===== src/rtl/mont_pkg.sv =====
// Shared definitions for the Montgomery ladder datapath.
// Holds the default word geometry, the resolver FSM states and the redundant-word type.
package mont_pkg;
  localparam int DEF_NUM_WORDS = 35;
  localparam int DEF_BIT_LEN   = 17;
  localparam int DEF_WORD_LEN  = 16;

  typedef enum logic [1:0] {
    IDLE = 2'd0,
    RUN  = 2'd1,
    DONE = 2'd2
  } cr_state_t;

  typedef logic [DEF_BIT_LEN-1:0] rword_t;
endpackage


===== src/rtl/carry_add_word.sv =====
// One column of carry resolution: adds an incoming carry to a redundant word.
// The word is split into a resolved data word and the carry for the next column.
module carry_add_word #(
  parameter int BIT_LEN  = 17,
  parameter int WORD_LEN = 16
) (
  input  logic [BIT_LEN-1:0]  i_word,
  input  logic [1:0]          i_carry,
  output logic [WORD_LEN-1:0] o_word,
  output logic [1:0]          o_carry
);
  logic [WORD_LEN+1:0] w_sum;

  // Worst case is 0x1FFFF + 2, so the carry out never exceeds 2.
  assign w_sum   = (WORD_LEN+2)'(i_word) + (WORD_LEN+2)'(i_carry);
  assign o_word  = w_sum[WORD_LEN-1:0];
  assign o_carry = w_sum[WORD_LEN+1:WORD_LEN];
endmodule


===== src/rtl/carry_resolve_seq.sv =====
// Sequential carry resolver: captures a redundant product, ripples carries one word
// per cycle and presents the packed binary result through a valid/ready handshake.
module carry_resolve_seq
  import mont_pkg::*;
#(
  parameter int NUM_WORDS = DEF_NUM_WORDS,
  parameter int BIT_LEN   = DEF_BIT_LEN,
  parameter int WORD_LEN  = DEF_WORD_LEN
) (
  input  logic                          clk,
  input  logic                          rst,
  input  logic                          in_valid,
  output logic                          in_ready,
  input  logic [BIT_LEN-1:0]            in_words [NUM_WORDS],
  output logic                          out_valid,
  input  logic                          out_ready,
  output logic [NUM_WORDS*WORD_LEN-1:0] out_data,
  output logic [1:0]                    out_carry,
  output cr_state_t                     dbg_state
);
  // Handshakes: a transfer happens on a rising edge where valid and ready are both high;
  // a producer holds valid (and its data) until that edge, ready never waits on valid.
  localparam int IDX_W = $clog2(NUM_WORDS);
  localparam logic [IDX_W-1:0] LAST_IDX = IDX_W'(NUM_WORDS - 1);

  cr_state_t                     r_state;
  logic [IDX_W-1:0]              r_idx;
  logic [1:0]                    r_carry;
  logic [BIT_LEN-1:0]            r_words [NUM_WORDS];
  logic                          r_in_ready;
  logic                          r_out_valid;
  logic [NUM_WORDS*WORD_LEN-1:0] r_out_data;
  logic [1:0]                    r_out_carry;

  logic [WORD_LEN-1:0]           w_sum_word;
  logic [1:0]                    w_sum_carry;

  carry_add_word #(
    .BIT_LEN (BIT_LEN),
    .WORD_LEN(WORD_LEN)
  ) u_add (
    .i_word (r_words[r_idx]),
    .i_carry(r_carry),
    .o_word (w_sum_word),
    .o_carry(w_sum_carry)
  );

  // The operand store needs no reset: it is always written before it is read.
  always_ff @(posedge clk) begin
    if (in_valid && r_in_ready) begin
      r_words <= in_words;
    end
  end

  always_ff @(posedge clk or posedge rst) begin
    if (rst) begin
      r_state     <= IDLE;
      r_in_ready  <= 1'b1;
      r_out_valid <= 1'b0;
      r_out_data  <= '0;
      r_out_carry <= '0;
      r_idx       <= '0;
      r_carry     <= '0;
    end else begin
      case (r_state)
        IDLE: begin
          if (in_valid) begin
            r_idx      <= '0;
            r_carry    <= '0;
            r_in_ready <= 1'b0;
            r_state    <= RUN;
          end
        end
        RUN: begin
          r_out_data[r_idx*WORD_LEN +: WORD_LEN] <= w_sum_word;
          r_carry <= w_sum_carry;
          r_idx   <= r_idx + 1'b1;
          if (r_idx == LAST_IDX) begin
            r_out_carry <= w_sum_carry;
            r_out_valid <= 1'b1;
            r_state     <= DONE;
          end
        end
        DONE: begin
          if (out_ready) begin
            r_out_valid <= 1'b0;
            r_in_ready  <= 1'b1;
            r_state     <= IDLE;
          end
        end
        default: begin
          r_state     <= IDLE;
          r_in_ready  <= 1'b1;
          r_out_valid <= 1'b0;
        end
      endcase
    end
  end

  assign in_ready  = r_in_ready;
  assign out_valid = r_out_valid;
  assign out_data  = r_out_data;
  assign out_carry = r_out_carry;
  assign dbg_state = r_state;
endmodule


===== config.mk =====
export PLATFORM = sky130hd
export DESIGN_NAME = carry_resolve_seq
export DESIGN_NICKNAME = d
export VERILOG_FILES = /design/src/rtl/mont_pkg.sv /design/src/rtl/carry_add_word.sv /design/src/rtl/carry_resolve_seq.sv
export SDC_FILE = /design/constraint.sdc
export NUM_CORES = 2
export LEC_CHECK = 0
export ABC_CLOCK_PERIOD_IN_PS = 28500
export CAP_MARGIN = 25
export CORE_AREA = 2 2 452 454
export CTS_BUF_LIST = sky130_fd_sc_hd__clkbuf_4 sky130_fd_sc_hd__clkbuf_8 sky130_fd_sc_hd__clkbuf_16
export DETAILED_ROUTE_END_ITERATION = 16
export DIE_AREA = 0 0 454 456
export HOLD_SLACK_MARGIN = 0.02
export SYNTH_ARGS = -nofsm -noshare
export SYNTH_HDL_FRONTEND = slang
export SYNTH_HIERARCHICAL = 1
export SYNTH_SLANG_ARGS = --single-unit

===== constraint.sdc =====
create_clock -name clk -period 28.5 [get_ports clk]
set_input_delay 5.7 -clock clk [delete_from_list [all_inputs] [get_ports clk]]
set_output_delay 5.7 -clock clk [all_outputs]
set_load 0.1 [all_outputs]

After elaboration in Yosys (flattened, before gate mapping)
Index checks and enable logic that the tools add are counted.
{"block": "classes", "add_sub_neg": 3, "order_cmp": 1, "n_eq_ne": 6, "n_shift": 2, "muxes": 18, "bitwise_logic": 3, "reduce_logical": 8}
{"op": "$bwmux 560", "n": 1}
{"op": "$shift 16x34->560 const A", "n": 1}
{"op": "$shiftx 16x34->560", "n": 1}
{"op": "$bmux 17 s6", "n": 1}
{"op": "$mux 17", "n": 2}
{"op": "$neg 10->34", "n": 1}
{"op": "$add 17x2->18", "n": 1}
{"op": "$pmux 6 s2", "n": 1}
{"op": "$reduce_and 3->1", "n": 3}
{"op": "$mux 2", "n": 4}
{"op": "$ge 7x7->1 const B", "n": 1}
{"op": "$not 6->7", "n": 1}
{"op": "$add 6x1->6 const B", "n": 1}
{"op": "$eq 6x6->1 const B", "n": 1}
{"op": "$mux 6", "n": 1}
{"op": "$ne 2x2->1 const B", "n": 3}
{"op": "$pmux 1 s3", "n": 2}
{"op": "$pmux 2 s3", "n": 1}
{"op": "$mux 1", "n": 4}
{"op": "$pmux 2 s2", "n": 1}
{"op": "$reduce_and 2->1", "n": 2}
{"op": "$eq 2x1->1 const B", "n": 1}
{"op": "$eq 2x2->1 const B", "n": 1}
{"op": "$logic_not 2->1", "n": 1}
{"op": "other kinds (3)", "n": 4}
{"block": "word_totals", "reg_bits": 1169, "input_bits": 599, "output_inout_bits": 566, "elab_cells": 83}

Depth between registers and ports, before layout
{"block": "depth", "word_depth": 7, "depth_mapped": 21, "depth_no_buf": 14}

Hierarchy
Netlist, hierarchy kept.
{"module": "carry_resolve_seq", "n_inst": 1, "cells_each": 2746, "area_per_inst_um2": 46113.0, "seq_area_each_um2": 32232.2}
{"module": "carry_add_word", "n_inst": 1, "cells_each": 47, "area_per_inst_um2": 336.6, "seq_area_each_um2": 0.0}

Least setup slack after synthesis
OpenSTA, ideal clock, no wires.
{"block": "synth_path", "path_type": "in2reg", "from": "in in_valid", "to": "reg r_words[0] in the netlist's numbering (enable)", "setup_ns": 1.036, "arrival_ns": 19.041, "t_required_ns": 27.464, "setup_slack_ns": 8.423, "cell_stages": 1, "n_path_buf": 0, "cell_sequence": "and2_1"}
{"block": "synth_via", "elab_chain_len": 1}
{"item": "start: declaration", "line_no": "carry_resolve_seq.sv:12", "rtl": "input logic in_valid,"}
{"item": "$logic_and 1x1->1", "line_no": "carry_resolve_seq.sv:50", "rtl": "if (in_valid && r_in_ready) begin"}
{"item": "end signal: assignment", "line_no": "carry_resolve_seq.sv:51", "rtl": "r_words <= in_words;"}
{"item": "end: declaration", "line_no": "carry_resolve_seq.sv:29", "rtl": "logic [BIT_LEN-1:0] r_words [NUM_WORDS];"}
No other way between the ends.
A chain may end at the register's enable or synchronous reset.

Worst setup path in the final report
{"block": "layout_path", "from": "in in_valid", "to": "reg r_words[536] in the netlist's numbering (enable)"}
The elaborated chain is that of the path after synthesis.

==> results.cfg <==
[cts]
clk_latency_ps = 800
cts_hold_buffers = 0
cts_inserted_buffers = 134
clk_path_buf_depth = 3
cts_tree = done
post_cts_buffers = 0
cts.sinks = 1169
cts_root_buf = clkbuf_16
clkTransAtPathRegs_ps = 60
cts_htree_levels = 4
postCtsResizedCells = 0

[global_routing]
grt_first_pass_wirelength_mm = 252
grt_max_degree = 175
grt_antenna_before_repair = 35
grt.overflow.total = 0
track_usage_pct = 17.5
grt_pass1_vias = 31139

[synth]
synthFlopType = edfxtp_1
synth_nets = 3399
synth_top_area_cell = edfxtp_1
synth_edf_count = 595
seq_area_frac_synth_pct = 69.4
ys_ff_latch = 1169
synth_top_area_share_pct = 38.5
netlist_instances = 2793
synth_common_cells = 595 x edfxtp_1, 573 x dfrtp_1, 475 x mux2_2
yosysMostFrequentCell = edfxtp_1
avgSynthCellArea_um2 = 16.6
async_reset_ff_share_pct = 49.1
synth_area_leaders = edfxtp_1 38%, dfrtp_1 31%, mux2_2 12%
yosysWarningCount = 6
synth_cell_types = 67
syn_area_mm2 = 0.0464

[floorplanning]
die-area_mm2 = 0.207
rows = 165
start_util_pct = 23.0
io_pins = 1165
dieHeight_um = 456
core_area_mm2 = 0.202
die_x_um = 454

[setup_path]
crit_required_ps = 28940
start_kind = input port
crit_arrival_ps = 10280
crit_type = in2reg
endpoint_kind = flop
cp_max_fo = 174

[routing]
vias = 30101
wire_per_inst_um = 27.2
routed_wl_mm = 186
ant_nets = 0
dr.pass1.iters = 5
drcViolationCount = 0
drt_iter0_markers = 2242
viasPerCell = 4.41

[placed_design]
place_congestion = 0.831
numPortBuffers = 1164
dpl.hpwl_mm = 137

[sta]
period_needed_ps = 9840
tns_ps = 0
rsz0062_at_grt = false
finalCritPeriodShare_pct = 34.5
setup_viol = 0
fmax_mhz = 102
slew_headroom_pct = 24.5
hold_viol = 0
slew_viol_final = 0
worst_pin_slew_ps = 1130
fin_skew_ps = 39.2

[cells_and_area]
layout.nets = 4631
drive_gt1_share_pct = 24.2
fin_util_pct = 33.1
syn2layout_area_growth_pct = 43.7

[worst_hold_path]
min_path_type = reg2reg

[flow_run]
timing.max_cap.violations = 0

[outcome]
status = finished clean
==> sequential cells by signal, indices dropped and copies added (netlist names) <==
name,flops
r_words,595
out_data,560
r_idx,6
dbg_state,2
out_carry,2
r_carry,2
in_ready,1
out_valid,1
==> through the flow <==
stage	hold slack, ps	setup WS (ps)	area, um^2	std cells
final	499	18660	66800	6830
after global routing	510	18440	66700	6819
after CTS	496	18390	66600	6797
after detailed placement	483	17520	62100	6555
after global placement	471	17670	61600	6537
after floorplan	470	6740	46400	2793
==> critical path: stages <==
cell and delay, ps:
clkdlybuf4s50_1 530, and2_4 600, buf_12 600, buf_4 840
buf_4 650, buf_12 310, buf_4 220, buf_16 340
==> final cells by class <==
class                   count  area [um^2]
clock inverters            61          644
diodes                     27         67.6
flip-flops and latches   1169        32200
fillers                 19692       135000
clock buffers             181         3830
repair buffers           1271        12900
multi-input cells        1369        13500
well taps                2672         3340
inverters                  80          308
==> final timing paths <==
kind,start,to,slack [ps],depth (start not counted)
max,in_valid,r_words[536],18660,8
min,out_data[256],out_data[256],500,1
max reg2reg,r_idx[0],out_data[268],21100,17
min reg2reg,out_data[256],out_data[256],500,1
max in group asynchronous,rst,r_idx[0],20770,4
min in group asynchronous,rst,out_data[354],5540,2
==> metal layers <==
layer,track usage [%],vias up,share of wire [%]
met5,0,-,0.021
met4,5.68,6,2.7
met3,3.28,236,5.6
met2,32.2,1188,54
met1,20.2,15683,38
li1,-,12988,-
==> cell families after synthesis <==
group | Yosys count | synth area share, %
adders and majority gates | 7 | 0.205
AOI/OAI and AO/OA | 202 | 2.94
muxes | 740 | 20.0
DFF | 1169 | 69.4
buffers and inverters | 255 | 2.44
and+or+nand+nor | 399 | 4.56
xor gates and xnor gates | 21 | 0.428
==> cells in the final DEF (no fill, tap or decap), drive strengths merged, types with 4 or more instances in the layout <==
cell	netlist	routed
buf	93	116
clkbuf	82	181
mux4	104	104
dfrtp	573	573
clkdlybuf4s50	0	1155
a21oi	23	23
a41o	4	4
a22oi	25	25
nor3	24	24
ha	6	6
or4	9	9
bufinv	0	6
edfxtp	595	595
a211oi	7	7
xor2	7	7
diode	0	27
nor2b	12	12
and3	11	11
nand4	15	15
inv	79	94
or2	4	4
mux2i	157	157
nor2	78	78
o21ai	60	60
o41ai	24	24
xnor2	14	14
nand2b	4	4
a2111oi	5	5
clkinvlp	0	6
nand3	65	65
clkinv	1	35
nand2	94	94
and2	71	71
mux2	479	479
or3	4	4
o22ai	34	34
Power is left out: the tool's default activity adds up to more than one toggle a clock period on the data nets, which glitch-free logic cannot reach.
==> edit 1 (same flow settings) <==
Put one more register stage on the output `dbg_state`. The value now appears one clock later. The other outputs are not delayed to match.
--- a/src/rtl/carry_resolve_seq.sv
+++ b/src/rtl/carry_resolve_seq.sv
@@ -102,5 +102,7 @@
   assign out_data  = r_out_data;
   assign out_carry = r_out_carry;
-  assign dbg_state = r_state;
+  always_ff @(posedge clk) begin
+    dbg_state <= r_state;
+  end
 endmodule
 
Check against the original RTL: not settled (the Yosys comparison gave no result); the edit may change what the design does.
==> edit 1 against the unedited design <==
Synthesized area is essentially flat; worst setup slack lost 210 ps; final area grew 0.15%; count of clock-buffer cells in the layout grew 6; global-route usage shrank 0.21 points; wire length shrank 1.4%; sequential cell count grew 2; first-iteration DRC count grew 9.1%; die area is the same; highest routed layer unchanged.
Power is not shown: default switching activity piles up to over one toggle a cycle in this logic, so the estimate is an artifact.
==> edit 1: results (changes against the unedited design) <==
| Metric | Value |
|---|---|
| Async set-reset flop share out of synthesis | `49.0% (was 49.1%)` |
| Largest Register | `r_words (unchanged)` |
| Synth Net Count | `3401 (was 3399)` |
| Synth cell types | `68 (was 67)` |
| Initial antenna violation count | `21 (was 35)` |
| First-pass GRT wire length | `250 mm (was 252 mm)` |
| Fillers | `19634 (was 19692)` |
| Clock slew at reported path FFs | `60 ps (about the same)` |
| Share of cells above drive strength 1 | `24.3% (was 24.2%)` |
| Crit path arrival time | `10450 ps (was 10280 ps)` |
| IO buf count | `1164 (unchanged)` |
| Vias in the first global route | `31274 (was 31139)` |
| Most instantiated cells after synthesis | `595 x edfxtp_1, 573 x dfrtp_1, 475 x mux2_2 (unchanged)` |
| Setup Skew | `35.2 ps (was 39.2 ps)` |
| Clk buf depth | `3 (unchanged)` |
| CTS Buf Count | `133 (was 134)` |
| Max transition margin | `24.5% (about the same)` |
| DR pass1 iterations | `5 (unchanged)` |
| Htree depth | `4 (unchanged)` |
| Via count | `29951 (was 30101)` |
| Ys Warns | `6 (unchanged)` |
| Worst-path fanout max | `181 (was 174)` |
| Post-layout net count | `4636 (was 4631)` |
| Post-Route WL | `183 mm (was 186 mm)` |
| Total GRT Usage | `17.3% (was 17.5%)` |
| Sequential area share after synthesis | `69.4% (about the same)` |
| Status | `finished clean (unchanged)` |
| Initial drt markers | `2445 (was 2242)` |
| Synth top area cells | `edfxtp_1 38%, dfrtp_1 31%, mux2_2 12% (unchanged)` |
| Largest net degree at the start of global routing | `182 (was 175)` |
| HPWL Detailed | `138 mm (was 137 mm)` |
| Routability cong. | `0.829 (was 0.831)` |
| Clock insertion delay at the later pin of the skew report | `790 ps` |
-- edit 1: cell types whose count changed after synthesis --
cell,before,now
dfxtp_1,0,2
-- edit 1: metrics by stage --
stage / cells / setup slack [ps] / hold WS (ps) / instance area, sq um
final: 6825 / 18450 / 489 / 66900
after global routing: 6819 / 18230 / 514 / 66900
after CTS: 6806 / 18570 / 494 / 66700
after detailed placement: 6562 / 17700 / 479 / 62200
after global placement: 6540 / 17850 / 473 / 61700
after floorplan: 2795 / 6740 / 452 / 46500
-- edit 1: layout make-up --
cell class / instances / share of cell area (%)
Inverter: 80 / 0.460
Antenna cell: 14 / 0.0524
Clock inverter: 57 / 0.949
Clock buffer: 187 / 5.84
Sequential cell: 1171 / 48.3
Multi-Input combinational cell: 1369 / 20.1
Tap cell: 2672 / 5.00
Timing Repair Buffer: 1275 / 19.3
-- edit 1: worst paths after layout --
path                                from       endpoint  slack (ps)  depth (start not counted)
max                             in_valid    r_words[28]       18450                          6
min                        out_data[181]  out_data[181]         490                          1
max reg2reg                     r_idx[0]  out_data[463]       21620                         16
min reg2reg                out_data[181]  out_data[181]         490                          1
max in group asynchronous            rst  out_data[431]       19370                          6
min in group asynchronous            rst  out_data[356]        5440                          2
-- edit 1: kinds of logic after synthesis --
| kind of cell | count (synthesis) | share of synthesized area (%) |
|---|---|---|
| XOR/XNOR | 21 | 0.428 |
| AO/OA/AOI/OAI | 202 | 2.93 |
| multiplexers | 740 | 20.0 |
| buffers and inverters | 255 | 2.44 |
| AND/OR/NAND/NOR | 399 | 4.56 |
| adder cells (fa/ha/maj) | 7 | 0.205 |
| flip-flops | 1171 | 69.4 |
-- edit 1: worst max-delay path, stage by stage --
cell	delay [ps]
clkdlybuf4s50_1	560
and2_4	720
buf_4	690
buf_4	790
buf_4	840
buf_12	670
-- edit 1: metal layers --
layer / global-route usage, % / vias to the layer above / wire length [um]
li1: - / 12958 / -
met1: 19.8 / 15611 / 69800
met2: 32.2 / 1127 / 99100
met3: 3.28 / 251 / 9680
met4: 5.14 / 4 / 4750
met5: 0 / - / 21
==> edit 2 (config.mk and constraints unchanged) <==
Without the edit above. Set the package constant `DEF_WORD_LEN` to 8 (it was 16).
--- a/src/rtl/mont_pkg.sv
+++ b/src/rtl/mont_pkg.sv
@@ -4,5 +4,5 @@
   localparam int DEF_NUM_WORDS = 35;
   localparam int DEF_BIT_LEN   = 17;
-  localparam int DEF_WORD_LEN  = 16;
+  localparam int DEF_WORD_LEN  = 8;
 
   typedef enum logic [1:0] {
Interface: changed (resized out_data); port bits go from 1165 to 885. The function was not compared with the original's and may differ.
==> edit 2 against the unedited design <==
Wire length fell by 44%; first-iteration DRC count fell by 60%; sequential share of layout area fell by 1.4 points; synthesized area fell by 45%; largest cell class unchanged; register-to-register slack improved by 850 ps; critical path type is now reg -> out; final area fell by 43%; highest routed layer unchanged; count of clock-buffer cells in the layout fell by 80; sequential cell count fell by 525; worst setup slack improved by 1900 ps.
Power is not shown: default switching activity piles up to over one toggle a cycle in this logic, so the estimate is an artifact.
==> edit 2: results (changes against the unedited design) <==
| Metric | Value |
|---|---|
| Status | `finished clean (unchanged)` |
| Largest net degree at the start of global routing | `93 (was 175)` |
| # resized after CTS | `0 (unchanged)` |
| Clock insertion delay at the later pin of the skew report | `720 ps (was 800 ps)` |
| Largest Register | `r_words (unchanged)` |
| Via/cell ratio | `3.24 (was 4.41)` |
| Post-Route WL | `103 mm (was 186 mm)` |
| Dpl ws | `19110 ps (was 17520 ps)` |
| Share of cells above drive strength 1 | `26.1% (was 24.2%)` |
| CTS Buf Count | `77 (was 134)` |
| Htree depth | `3 (was 4)` |
| Initial antenna violation count | `25 (was 35)` |
| IO buf count | `639 (was 1164)` |
| Largest stage delay on the critical path | `1240 ps (was 840 ps)` |
| First-pass GRT wire length | `139 mm (was 252 mm)` |
| Initial drt markers | `906 (was 2242)` |
| Routability cong. | `0.783 (was 0.831)` |
| Total GRT Usage | `9.79% (was 17.5%)` |
| Crit path max-delay family | `buffers and inverters (unchanged)` |
| Synth Net Count | `2121 (was 3399)` |
| Max reg flops | `350 (was 595)` |
| Worst-path fanout max | `2 (was 174)` |
| Crit path arrival time | `2290 ps (was 10280 ps)` |
| Max transition margin | `24.2% (was 24.5%)` |
| Worst hold path class | `reg -> reg (unchanged)` |
| Vias in the first global route | `16803 (was 31139)` |
| Post-layout net count | `2782 (was 4631)` |
| HPWL Detailed | `79.5 mm (was 137 mm)` |
| Slowest cell on crit path | `clkdlybuf4s50_1 (was buf_4)` |
| Setup Skew | `50.9 ps (was 39.2 ps)` |
[edit 2: worst min-delay path, cell delays in order (launching register included)]
cell and delay, ps:
dfrtp_1 340, nand2_1 40, o21ai_0 60
[edit 2: per-stage QoR]
step	cells	area, sq um	util [%]
finish	4917	38100	18.9
global route	4914	38100	18.9
CTS	4907	38000	18.8
detailed placement	4765	35300	17.5
global placement	4758	35200	17.5
floorplan	1515	25600	-
[edit 2: cell type report]
type | instances | area (sq um)
antenna | 6 | 15.0
fill | 21718 | 164000
clock buffer | 101 | 2160
tap | 2672 | 3340
multi-input combinational | 747 | 7330
inverter | 18 | 75.1
clock inverter | 41 | 500
timing repair buffer | 688 | 6810
sequential | 644 | 17900
[edit 2: per-layer routing]
| layer | part of all wire (%) | track usage (%) | routed length (um) | up-vias |
|---|---|---|---|---|
| met5 | 0.081 | 0 | 84 | - |
| met4 | 3.8 | 4.07 | 3940 | 12 |
| met3 | 5.3 | 2.35 | 5470 | 144 |
| met2 | 56 | 18.8 | 57500 | 542 |
| met1 | 35 | 9.92 | 36400 | 8125 |
| li1 | - | - | - | 7125 |
[edit 2: final timing paths]
check / from / endpoint / slack (ps) / cells after the start
worst max register to register: r_idx[1] / out_data[206] / 21950 / 15
worst max-delay path: out_data[199] / out_data[199] / 20510 / 1
min in group asynchronous: rst / out_data[276] / 5520 / 2
max in group asynchronous: rst / out_data[207] / 21540 / 3
worst min register to register: out_data[2] / out_data[2] / 470 / 2
worst min-delay path: out_data[2] / out_data[2] / 470 / 2
